$ cat config.mk
export PLATFORM = sky130hd
export DESIGN_NAME = scale_pixel_reader
export DESIGN_NICKNAME = d
export VERILOG_FILES = /design/src/rtl/scale_pixel_reader_pkg.sv /design/src/rtl/scale_addr_map.sv /design/src/rtl/scale_pixel_reader.sv
export SDC_FILE = /design/constraint.sdc
export NUM_CORES = 1
export LEC_CHECK = 0
export ABC_AREA = 0
export CORE_ASPECT_RATIO = 1.4
export CORE_MARGIN = 1
export CORE_UTILIZATION = 40
export DETAILED_ROUTE_END_ITERATION = 8
export GPL_TIMING_DRIVEN = 0
export PLACE_DENSITY = 0.65
export SLEW_MARGIN = 10
export SYNTH_ARGS = -nofsm -noshare
export SYNTH_HDL_FRONTEND = slang
export SYNTH_SLANG_ARGS = --single-unit
$ cat constraint.sdc
create_clock -name CLK -period 16.5 [get_ports CLK]
set_input_delay 3.3 -clock CLK [delete_from_list [all_inputs] [get_ports CLK]]
set_output_delay 3.3 -clock CLK [all_outputs]
set_load 0.03 [all_outputs]
$ cat src/rtl/scale_pixel_reader_pkg.sv
// Shared types and constants for the scaled pixel reader.
// Algorithm codes, zoom codes, source geometry and FSM encoding.
package scale_pixel_reader_pkg;

  localparam int SRC_WIDTH  = 160;
  localparam int SRC_HEIGHT = 120;
  localparam int DX_W       = 11;
  localparam int DY_W       = 10;
  localparam int TAP_W      = 3;

  typedef enum logic [1:0] {
    S_NN = 2'b00,
    S_PR = 2'b01,
    S_DC = 2'b10,
    S_BA = 2'b11
  } alg_e;

  typedef enum logic [1:0] {
    Z_X1 = 2'd0,
    Z_X2 = 2'd1,
    Z_X4 = 2'd2,
    Z_X8 = 2'd3
  } zoom_e;

  typedef enum logic [2:0] {
    ST_IDLE    = 3'd0,
    ST_ISSUE   = 3'd1,
    ST_CAPTURE = 3'd2,
    ST_OUT     = 3'd3,
    ST_FIN     = 3'd4
  } state_e;

  // Largest tap index along one axis for a block of 2^s pixels.
  function automatic logic [TAP_W-1:0] tap_mask(input logic [1:0] s);
    return TAP_W'((4'd1 << s) - 4'd1);
  endfunction

endpackage

$ cat src/rtl/scale_addr_map.sv
// Maps an output coordinate (plus block tap) to a linear source address.
// Purely combinational; in_range flags coordinates inside the source frame.
module scale_addr_map #(
  parameter int SRC_WIDTH  = 160,
  parameter int SRC_HEIGHT = 120,
  parameter int ADDR_W     = 15
) (
  input  logic [1:0]        alg,
  input  logic [1:0]        shift,
  input  logic [10:0]       dx,
  input  logic [9:0]        dy,
  input  logic [2:0]        tx,
  input  logic [2:0]        ty,
  output logic [ADDR_W-1:0] addr,
  output logic              in_range
);
  import scale_pixel_reader_pkg::*;

  logic [14:0] sx;
  logic [13:0] sy;

  always_comb begin
    sx = '0;
    sy = '0;
    unique case (alg_e'(alg))
      S_NN, S_PR: begin
        sx = 15'(dx >> shift);
        sy = 14'(dy >> shift);
      end
      S_DC: begin
        sx = 15'(dx) << shift;
        sy = 14'(dy) << shift;
      end
      S_BA: begin
        sx = (15'(dx) << shift) + 15'(tx);
        sy = (14'(dy) << shift) + 14'(ty);
      end
      default: begin
        sx = '0;
        sy = '0;
      end
    endcase
    in_range = (sx < 15'(SRC_WIDTH))
             && (sy < 14'(SRC_HEIGHT));
    // Constant multiply reduces to shifts and adds.
    addr = ADDR_W'(sy) * ADDR_W'(SRC_WIDTH)
         + ADDR_W'(sx);
  end

endmodule

$ cat src/rtl/scale_pixel_reader.sv
// Walks the output raster, reads the source frame and emits scaled pixels.
// NN/PR replicate, DC decimates, BA averages a 2^s x 2^s block.
module scale_pixel_reader #(
  parameter int SRC_WIDTH  = 160,
  parameter int SRC_HEIGHT = 120,
  parameter int PIX_W      = 8,
  parameter int ADDR_W     = 15
) (
  input  logic              CLK,
  input  logic              RESET_N,
  input  logic              START,
  input  logic [1:0]        ALGORITHM,
  input  logic [1:0]        SHIFT_FACTOR,
  input  logic [10:0]       IMG_WIDTH_OUT,
  input  logic [9:0]        IMG_HEIGHT_OUT,
  output logic              RD_EN,
  output logic [ADDR_W-1:0] RD_ADDR,
  input  logic [PIX_W-1:0]  RD_DATA,
  output logic [PIX_W-1:0]  PIX_DATA,
  output logic              PIX_VALID,
  input  logic              PIX_READY,
  output logic              PIX_LAST,
  output logic              BUSY,
  output logic              DONE
);
  import scale_pixel_reader_pkg::*;

  localparam int ACC_W = PIX_W + 6;

  state_e            state_q, state_d;
  alg_e              alg_q, alg_d;
  logic [1:0]        s_q, s_d;
  logic [DX_W-1:0]   w_q, w_d, dx_q, dx_d;
  logic [DY_W-1:0]   h_q, h_d, dy_q, dy_d;
  logic [TAP_W-1:0]  tx_q, tx_d, ty_q, ty_d;
  logic [ACC_W-1:0]  acc_q, acc_d, acc_sum;
  logic [PIX_W-1:0]  pix_q, pix_d;
  logic [ADDR_W-1:0] hold_q, hold_d;
  logic [ADDR_W-1:0] map_addr;
  logic              map_ok;
  logic [TAP_W-1:0]  mask;
  logic              last_tap, last_x, last_y;

  scale_addr_map #(
    .SRC_WIDTH  (SRC_WIDTH),
    .SRC_HEIGHT (SRC_HEIGHT),
    .ADDR_W     (ADDR_W)
  ) u_map (
    .alg      (alg_q),
    .shift    (s_q),
    .dx       (dx_q),
    .dy       (dy_q),
    .tx       (tx_q),
    .ty       (ty_q),
    .addr     (map_addr),
    .in_range (map_ok)
  );

  always_ff @(posedge CLK or negedge RESET_N) begin
    if (!RESET_N) begin
      state_q <= ST_IDLE;
      alg_q   <= S_NN;
      s_q     <= '0;
      w_q     <= '0;
      h_q     <= '0;
      dx_q    <= '0;
      dy_q    <= '0;
      tx_q    <= '0;
      ty_q    <= '0;
      acc_q   <= '0;
      pix_q   <= '0;
      hold_q  <= '0;
    end else begin
      state_q <= state_d;
      alg_q   <= alg_d;
      s_q     <= s_d;
      w_q     <= w_d;
      h_q     <= h_d;
      dx_q    <= dx_d;
      dy_q    <= dy_d;
      tx_q    <= tx_d;
      ty_q    <= ty_d;
      acc_q   <= acc_d;
      pix_q   <= pix_d;
      hold_q  <= hold_d;
    end
  end

  always_comb begin
    state_d = state_q;
    alg_d   = alg_q;
    s_d     = s_q;
    w_d     = w_q;
    h_d     = h_q;
    dx_d    = dx_q;
    dy_d    = dy_q;
    tx_d    = tx_q;
    ty_d    = ty_q;
    acc_d   = acc_q;
    pix_d   = pix_q;
    hold_d  = hold_q;

    mask     = tap_mask(s_q);
    last_tap = (alg_q != S_BA)
             || ((tx_q == mask) && (ty_q == mask));
    last_x   = dx_q == (w_q - 11'd1);
    last_y   = dy_q == (h_q - 10'd1);
    // First tap of a block restarts the sum.
    acc_sum  = ((tx_q == '0) && (ty_q == '0) ? '0 : acc_q)
             + ACC_W'(RD_DATA);

    unique case (state_q)
      ST_IDLE: begin
        if (START) begin
          alg_d = alg_e'(ALGORITHM);
          s_d   = SHIFT_FACTOR;
          w_d   = IMG_WIDTH_OUT;
          h_d   = IMG_HEIGHT_OUT;
          dx_d  = '0;
          dy_d  = '0;
          tx_d  = '0;
          ty_d  = '0;
          acc_d = '0;
          if ((IMG_WIDTH_OUT == '0) || (IMG_HEIGHT_OUT == '0))
            state_d = ST_FIN;
          else
            state_d = ST_ISSUE;
        end
      end
      ST_ISSUE: begin
        if (map_ok) hold_d = map_addr;
        state_d = ST_CAPTURE;
      end
      ST_CAPTURE: begin
        acc_d = acc_sum;
        if (!last_tap) begin
          if (tx_q == mask) begin
            tx_d = '0;
            ty_d = ty_q + 3'd1;
          end else begin
            tx_d = tx_q + 3'd1;
          end
          state_d = ST_ISSUE;
        end else begin
          pix_d = (alg_q == S_BA)
                ? PIX_W'(acc_sum >> {s_q, 1'b0})
                : RD_DATA;
          tx_d    = '0;
          ty_d    = '0;
          state_d = ST_OUT;
        end
      end
      ST_OUT: begin
        if (PIX_READY) begin
          if (last_x && last_y) begin
            state_d = ST_FIN;
          end else begin
            if (last_x) begin
              dx_d = '0;
              dy_d = dy_q + 10'd1;
            end else begin
              dx_d = dx_q + 11'd1;
            end
            state_d = ST_ISSUE;
          end
        end
      end
      ST_FIN: state_d = ST_IDLE;
      default: state_d = ST_IDLE;
    endcase
  end

  assign RD_EN     = state_q == ST_ISSUE;
  assign RD_ADDR   = !RD_EN ? '0 : (map_ok ? map_addr : hold_q);
  assign PIX_VALID = state_q == ST_OUT;
  assign PIX_DATA  = pix_q;
  assign PIX_LAST  = PIX_VALID && last_x && last_y;
  assign BUSY      = state_q != ST_IDLE;
  assign DONE      = state_q == ST_FIN;

endmodule
======== Yosys cells after proc, flatten, opt, wreduce, memory -nomap -nowiden ========
Index checks and enable logic that the tools add are counted.
word-level totals
  output and inout port bits .............. 28
  bits of input ports ..................... 37
  flip-flop bits (word level) ............. 92
  word-level logic and storage cells ...... 105
cells by class
  shifts and indexed selects .............. 6
  $lt $le $gt $ge ......................... 2
  multiply operators ...................... 1
  equality and inequality tests ........... 17
  add/sub/neg operators ................... 11
  multiplexer cells ....................... 31
  reduce and logical (&&, ||, !) cells .... 25
operator list
  cell                                                                    number
  15-bit case mux with 3 select lines                                     1
  11-bit 2-to-1 mux                                                       4
  14-bit case mux with 3 select lines                                     1
  10-bit 2-to-1 mux                                                       4
  15-bit 2-to-1 mux                                                       2
  14-bit 2-to-1 mux                                                       2
  14-bit case mux with 2 select lines                                     1
  3-bit 2-to-1 mux                                                        9
  11-bit case mux with 2 select lines                                     1
  10-bit case mux with 2 select lines                                     1
  15-bit adder                                                            1
  15-bit by 3-bit adder with 15-bit output                                1
  15-bit by 8-bit < comparator with 1-bit output (second input constant)  1
  11-bit by 2-bit left shift with 15-bit output                           1
  11-bit by 2-bit right shift with 15-bit output                          1
  14-bit by 3-bit adder with 14-bit output                                1
  14-bit by 8-bit adder with 14-bit output                                1
  14-bit by 7-bit < comparator with 1-bit output (second input constant)  1
  14-bit by 3-bit multiplier with 10-bit output (second input constant)   1
  10-bit by 2-bit left shift with 14-bit output                           1
  10-bit by 2-bit right shift with 14-bit output                          1
  14-bit by 3-bit right shift with 8-bit output                           1
  3-bit case mux with 2 select lines                                      2
  3-bit case mux with 4 select lines                                      1
  33 further kinds                                                        52

======== Depth between registers and ports, before layout ========
  depth in word-level cells ............... 7
  mapped depth ............................ 27
  mapped depth without buffers ............ 23

======== Cells and area by module ========
From an unflattened synthesis, not the netlist that was laid out.
second synthesis, totals
  cells, all modules ...................... 1082
  area, all modules ....................... 8889.8 µm²
modules (own cells, without submodules)
  module              cells each  instances  sequential area each (µm²)  area each (µm²)
  scale_pixel_reader  682         1          2302.2                      5985.7
  scale_addr_map      400         1          0.0                         2904.0

======== Worst setup path after synthesis ========
OpenSTA, ideal clock, no wires.
  path type ............................... register -> output
  from .................................... reg s_q[1]
  to ...................................... out RD_ADDR[14]
  stages on the path, launching flop included .. 26
  slack ................................... 7.358 ns
  path buffers ............................ 6
  data required time ...................... 13.200 ns
  data arrival time ....................... 5.842 ns
  cells stage by stage .................... dfrtp_1 buf_4 buf_2 buf_2 buf_2 buf_1 clkbuf_1 nor2_1 ha_1 a21o_1 a21o_1 a21o_1 a31o_2 ha_1 ha_1 inv_1 fa_1 inv_1 ha_1 nand2_1 o21ai_0 o41ai_1 o21ai_0 xnor3_1 mux2i_1 nor2_1
on the way
  longest elaborated chain between the ends .. 7
  elaborated cells on any way between the ends .. 15
  those cells by class .................... add/sub (3); mul (1); order compare (2); shift (4); mux (4); reduce/logical (1)
ends and longest elaborated chain
  item                                                                                                                   line                                        text
  start: declaration                                                                                                     scale_pixel_reader.sv:32                    logic [1:0] s_q, s_d;
  start signal: assignment                                                                                               scale_pixel_reader.sv:63                    s_q <= '0;
  start signal: assignment                                                                                               scale_pixel_reader.sv:76                    s_q <= s_d;
  10-bit by 2-bit left shift with 14-bit output / 11-bit by 2-bit left shift with 15-bit output (equally long branches)  --
  14-bit by 3-bit adder with 14-bit output / 15-bit by 3-bit adder with 15-bit output (equally long branches)            scale_addr_map.sv:36, scale_addr_map.sv:35
  14-bit case mux with 3 select lines / 15-bit case mux with 3 select lines (equally long branches)                      scale_addr_map.sv:25                        unique case (alg_e'(alg))
  14-bit by 3-bit multiplier with 10-bit output (tied with other cells)                                                  scale_addr_map.sv:46                        addr = ADDR_W'(sy) * ADDR_W'(SRC_WIDTH)
  15-bit adder / 1-bit logical AND (equally long branches)                                                               scale_addr_map.sv:47, scale_addr_map.sv:44
  15-bit 2-to-1 mux *                                                                                                    --
  15-bit 2-to-1 mux *                                                                                                    scale_pixel_reader.sv:174                   assign RD_ADDR = !RD_EN ? '0 : (map_ok ? map_addr : hold_q);
  end: declaration                                                                                                       scale_pixel_reader.sv:17                    output logic [ADDR_W-1:0] RD_ADDR,
Mark *: on every way between the ends. The rest lies on a longest branch, timed or not.

======== Worst setup path in the final report ========
Same ends and word-level chain as after synthesis.

==> metrics list <==
* Run status: finished, final reports clean
- The synthesized design contains 0 enable-type register cells.
- Number of sinks handled by clock tree synthesis: 92
- Synthesis instantiated 83 different standard cells from the library.
- The clock passes through at most 2 buffers.
* Dominant cell type by area after synthesis: sky130_fd_sc_hd__dfrtp_1
* Buffers added on ports: 64
- Power density over the cells: 183 mW/mm²
- The die is 176 µm tall.
* Antenna violation net count after detailed routing: 0
* Final Critical Period: 11.29 ns
* First-pass GRT wire length: about 41000 µm
* CTS clock-pin slew for the worst setup and hold paths: about 0.070 ns
- In this run, post-CTS repair resized a total of 0 instances.
* RSZ-0062 raised after global routing: false
* Total nets after synthesis: 1108
* Final worst path period share: 68.4%
- For this run, the post-layout net count is 1184.
- In the final routed layout, each cell accounts on average for about 18 µm.
* Final total negative setup slack: 0 ns
* Final wirelength: 24700 µm
* Number of fill cells: 2061
- Number of warning messages in the yosys log: 0
* CTS tree: done
- Largest driver fanout on the critical path: 10
- Aggregate global routing overflow: 0
* Number of synthesized register bits: 92
- The detailed router placed approximately 8000 vias in this run.
- Layout cell share with drive strength beyond 1: 8.88%
* Largest net degree at the start of global routing: 51
- Area share of the largest cell type after synthesis: 26.5%
- Type of the worst setup path: reg -> out
- Clock latency on the worst-skew pair, taken at its later pin, is about 0.36 ns.
- Global-route usage over all layers: 23.4%
* Top post-synthesis cells by area: sky130_fd_sc_hd__dfrtp_1, sky130_fd_sc_hd__ha_1, sky130_fd_sc_hd__mux4_2, sky130_fd_sc_hd__nand2_1, sky130_fd_sc_hd__mux2i_1
- For this design the static power due to leakage is between 4 and 5 nW.
- Sequential share of the synthesized area: between 20% and 30%
- Post-CTS setup buffer count: 0
- The tightest min-delay check is of the reg -> reg type.
- Leading cell types in the layout, fill and taps excluded: sky130_fd_sc_hd__nand2_1, sky130_fd_sc_hd__dfrtp_1, sky130_fd_sc_hd__nor2_1
* Max capacitance violation total: 0
* H-tree depth: 3
* Final Hold Violating Endpoints: 0
* TritonCTS buffer count: 9
* Syn avg cell area: 8.50 µm²
- Initial Utilization: 41.0%
* Actual slew at the worst max-slew pin: 0.876 ns
- Floorplan Core Area: around 0.021 mm²
- The final-report max-slew violation count came to 0.
* Routability congestion estimate: 0.903
- The worst pin sits at a relative slew slack of about two fifths.
- # IOs: 65
- The number of antenna violations at the first check in global routing is 0.
- Number of global-route vias before repair: between 7000 and 8000
* Die width: 127 µm
* Worst setup SP type: flop
* Total inserted antenna cells: 0
- After detailed routing, the number of vias per cell comes to about 5.9.
- Residual DRC count: 0
* Detailed placer's ending HPWL: 19300 µm
* Most frequent standard cell in the layout excluding fill and tap cells: sky130_fd_sc_hd__nand2_1
- IR Drop Worst-Case VDD: a little under 0.09 mV
* Total number of placement rows: 63
- Count of routing violations after the opening detailed-route iteration: 461
- In this run the cell area of the synthesized design comes to 0.00868 mm².
* Critical path data arrival time: 7.99 ns
- Setup violators final: 0
- Die Footprint: 0.0223 mm²
* Required time worst endpoint: 13.20 ns
* Maximum achievable frequency: 88.6 MHz
* Cells after Synth: slightly above 1000
- For this run, asynchronously set or reset flops after synthesis account for 100%.
- The most used flip-flop cell after synthesis is sky130_fd_sc_hd__dfrtp_1.
- Min Hold Slack: 0.486 ns
- Crit end category: output port
- Root buf cell: sky130_fd_sc_hd__clkbuf_16
- Cts-stage hold buffer count: 0
- Setup Skew: 0.00842 ns
* Number of optimization iterations in the first detailed-route pass: 5
- Relative to the synthesized area, the layout overhead comes to 15.2%.
==> worst max-delay path, cell delays in order, from the launching register on <==
cell,delay (ns)
sky130_fd_sc_hd__dfrtp_1,0.51
sky130_fd_sc_hd__buf_4,0.25
sky130_fd_sc_hd__buf_2,0.24
sky130_fd_sc_hd__buf_2,0.27
sky130_fd_sc_hd__buf_2,0.36
sky130_fd_sc_hd__buf_1,0.51
sky130_fd_sc_hd__clkbuf_1,0.60
sky130_fd_sc_hd__nor2_1,0.18
sky130_fd_sc_hd__fa_1,0.48
sky130_fd_sc_hd__a21o_1,0.25
sky130_fd_sc_hd__nand3_1,0.24
sky130_fd_sc_hd__xor2_1,0.17
sky130_fd_sc_hd__a21oi_1,0.13
sky130_fd_sc_hd__ha_1,0.36
sky130_fd_sc_hd__inv_1,0.06
sky130_fd_sc_hd__fa_1,0.52
sky130_fd_sc_hd__inv_1,0.04
sky130_fd_sc_hd__ha_1,0.32
sky130_fd_sc_hd__nand2_1,0.07
sky130_fd_sc_hd__o21ai_0,0.12
sky130_fd_sc_hd__o41ai_1,0.44
sky130_fd_sc_hd__o21ai_0,0.17
sky130_fd_sc_hd__xnor3_1,0.47
sky130_fd_sc_hd__mux2i_1,0.09
sky130_fd_sc_hd__nor2_1,0.08
sky130_fd_sc_hd__clkdlybuf4s50_1,0.68
==> metrics by stage <==
step                      instances  utilization, %  power [mW]  setup WS [ns]  cell area [µm²]
after CTS                      1363            47.2        1.83           5.12            10000
after global routing           1363            47.2        1.97           4.63            10000
after global placement         1346            45.5        1.57           5.50             9650
final                          1363            47.2        1.83           5.21            10000
after floorplan                1022               -        1.27           7.36             8680
after detailed placement       1347            45.6        1.59           5.54             9680
==> sequential cells by signal, indices dropped and copies added, names as in the netlist <==
| signal | flops |
|---|---|
| PIX_DATA | 8 |
| acc_q | 14 |
| alg_q | 2 |
| dx_q | 11 |
| dy_q | 10 |
| h_q | 10 |
| hold_q | 15 |
| s_q | 2 |
| state_q | 3 |
| tx_q | 3 |
| ty_q | 3 |
| w_q | 11 |
==> final timing paths <==
check	slack (ns)	end	start	cells past startpoint
min	0.49	PIX_DATA[7]	PIX_DATA[7]	2
min reg2reg	0.49	PIX_DATA[7]	PIX_DATA[7]	2
max reg2reg	9.35	hold_q[14]	s_q[1]	23
min in group asynchronous	2.98	PIX_DATA[3]	RESET_N	1
max in group asynchronous	12.86	dy_q[5]	RESET_N	2
max	5.21	RD_ADDR[14]	s_q[1]	25
==> final cells by class <==
type | instances | area, µm² | area share [%]
clock buffer | 10 | 229 | 2.29
inverter | 43 | 161 | 1.61
tap | 260 | 325 | 3.25
clock inverter | 6 | 95.1 | 0.951
timing repair buffer | 65 | 666 | 6.65
multi-input combinational | 815 | 5890 | 58.9
sequential | 92 | 2300 | 23.0
buffer | 72 | 335 | 3.35
==> synth_stat cells (all sizes together) (6+ instances only) <==
library cell,instances
a2111oi,6
a211oi,11
a21o,14
a21oi,45
a31oi,9
and2,9
and3,9
buf,26
clkbuf,46
dfrtp,92
ha,44
inv,43
mux2,20
mux2i,41
mux4,24
nand2,128
nand3,32
nand3b,8
nand4,15
nor2,91
nor2b,15
nor3,29
nor4,12
o211ai,7
o21ai,64
o21bai,8
or3,12
or4,6
xnor2,43
xor2,23
==> per-layer routing <==
metal	part of all wire, %	vias up	wire (µm)	global-route usage (%)
li1	-	3865	-	-
met4	3.1	0	763	8.63
met2	51	223	12500	42.2
met3	3.7	51	917	2.73
met1	43	3862	10500	28.4
met5	0	-	0	0
==> power by group <==
part           switching (mW)  internal [mW]
clock network          0.0991          0.135
logic                   0.720          0.508
registers              0.0614          0.303
total                   0.881          0.946
==> logic make-up (layout without fill, tap and decap cells) <==
family | Yosys count | in the layout | synth area share [%]
AOI/OAI and AO/OA | 226 | 226 | 17.3
xor gates and xnor gates | 68 | 68 | 7.19
adders and majority gates | 49 | 49 | 7.49
buffers and inverters | 115 | 196 | 5.72
DFF | 92 | 92 | 26.5
muxes | 85 | 85 | 14.0
and+or+nand+nor | 387 | 387 | 21.8
(Power assumes the default switching activity.)
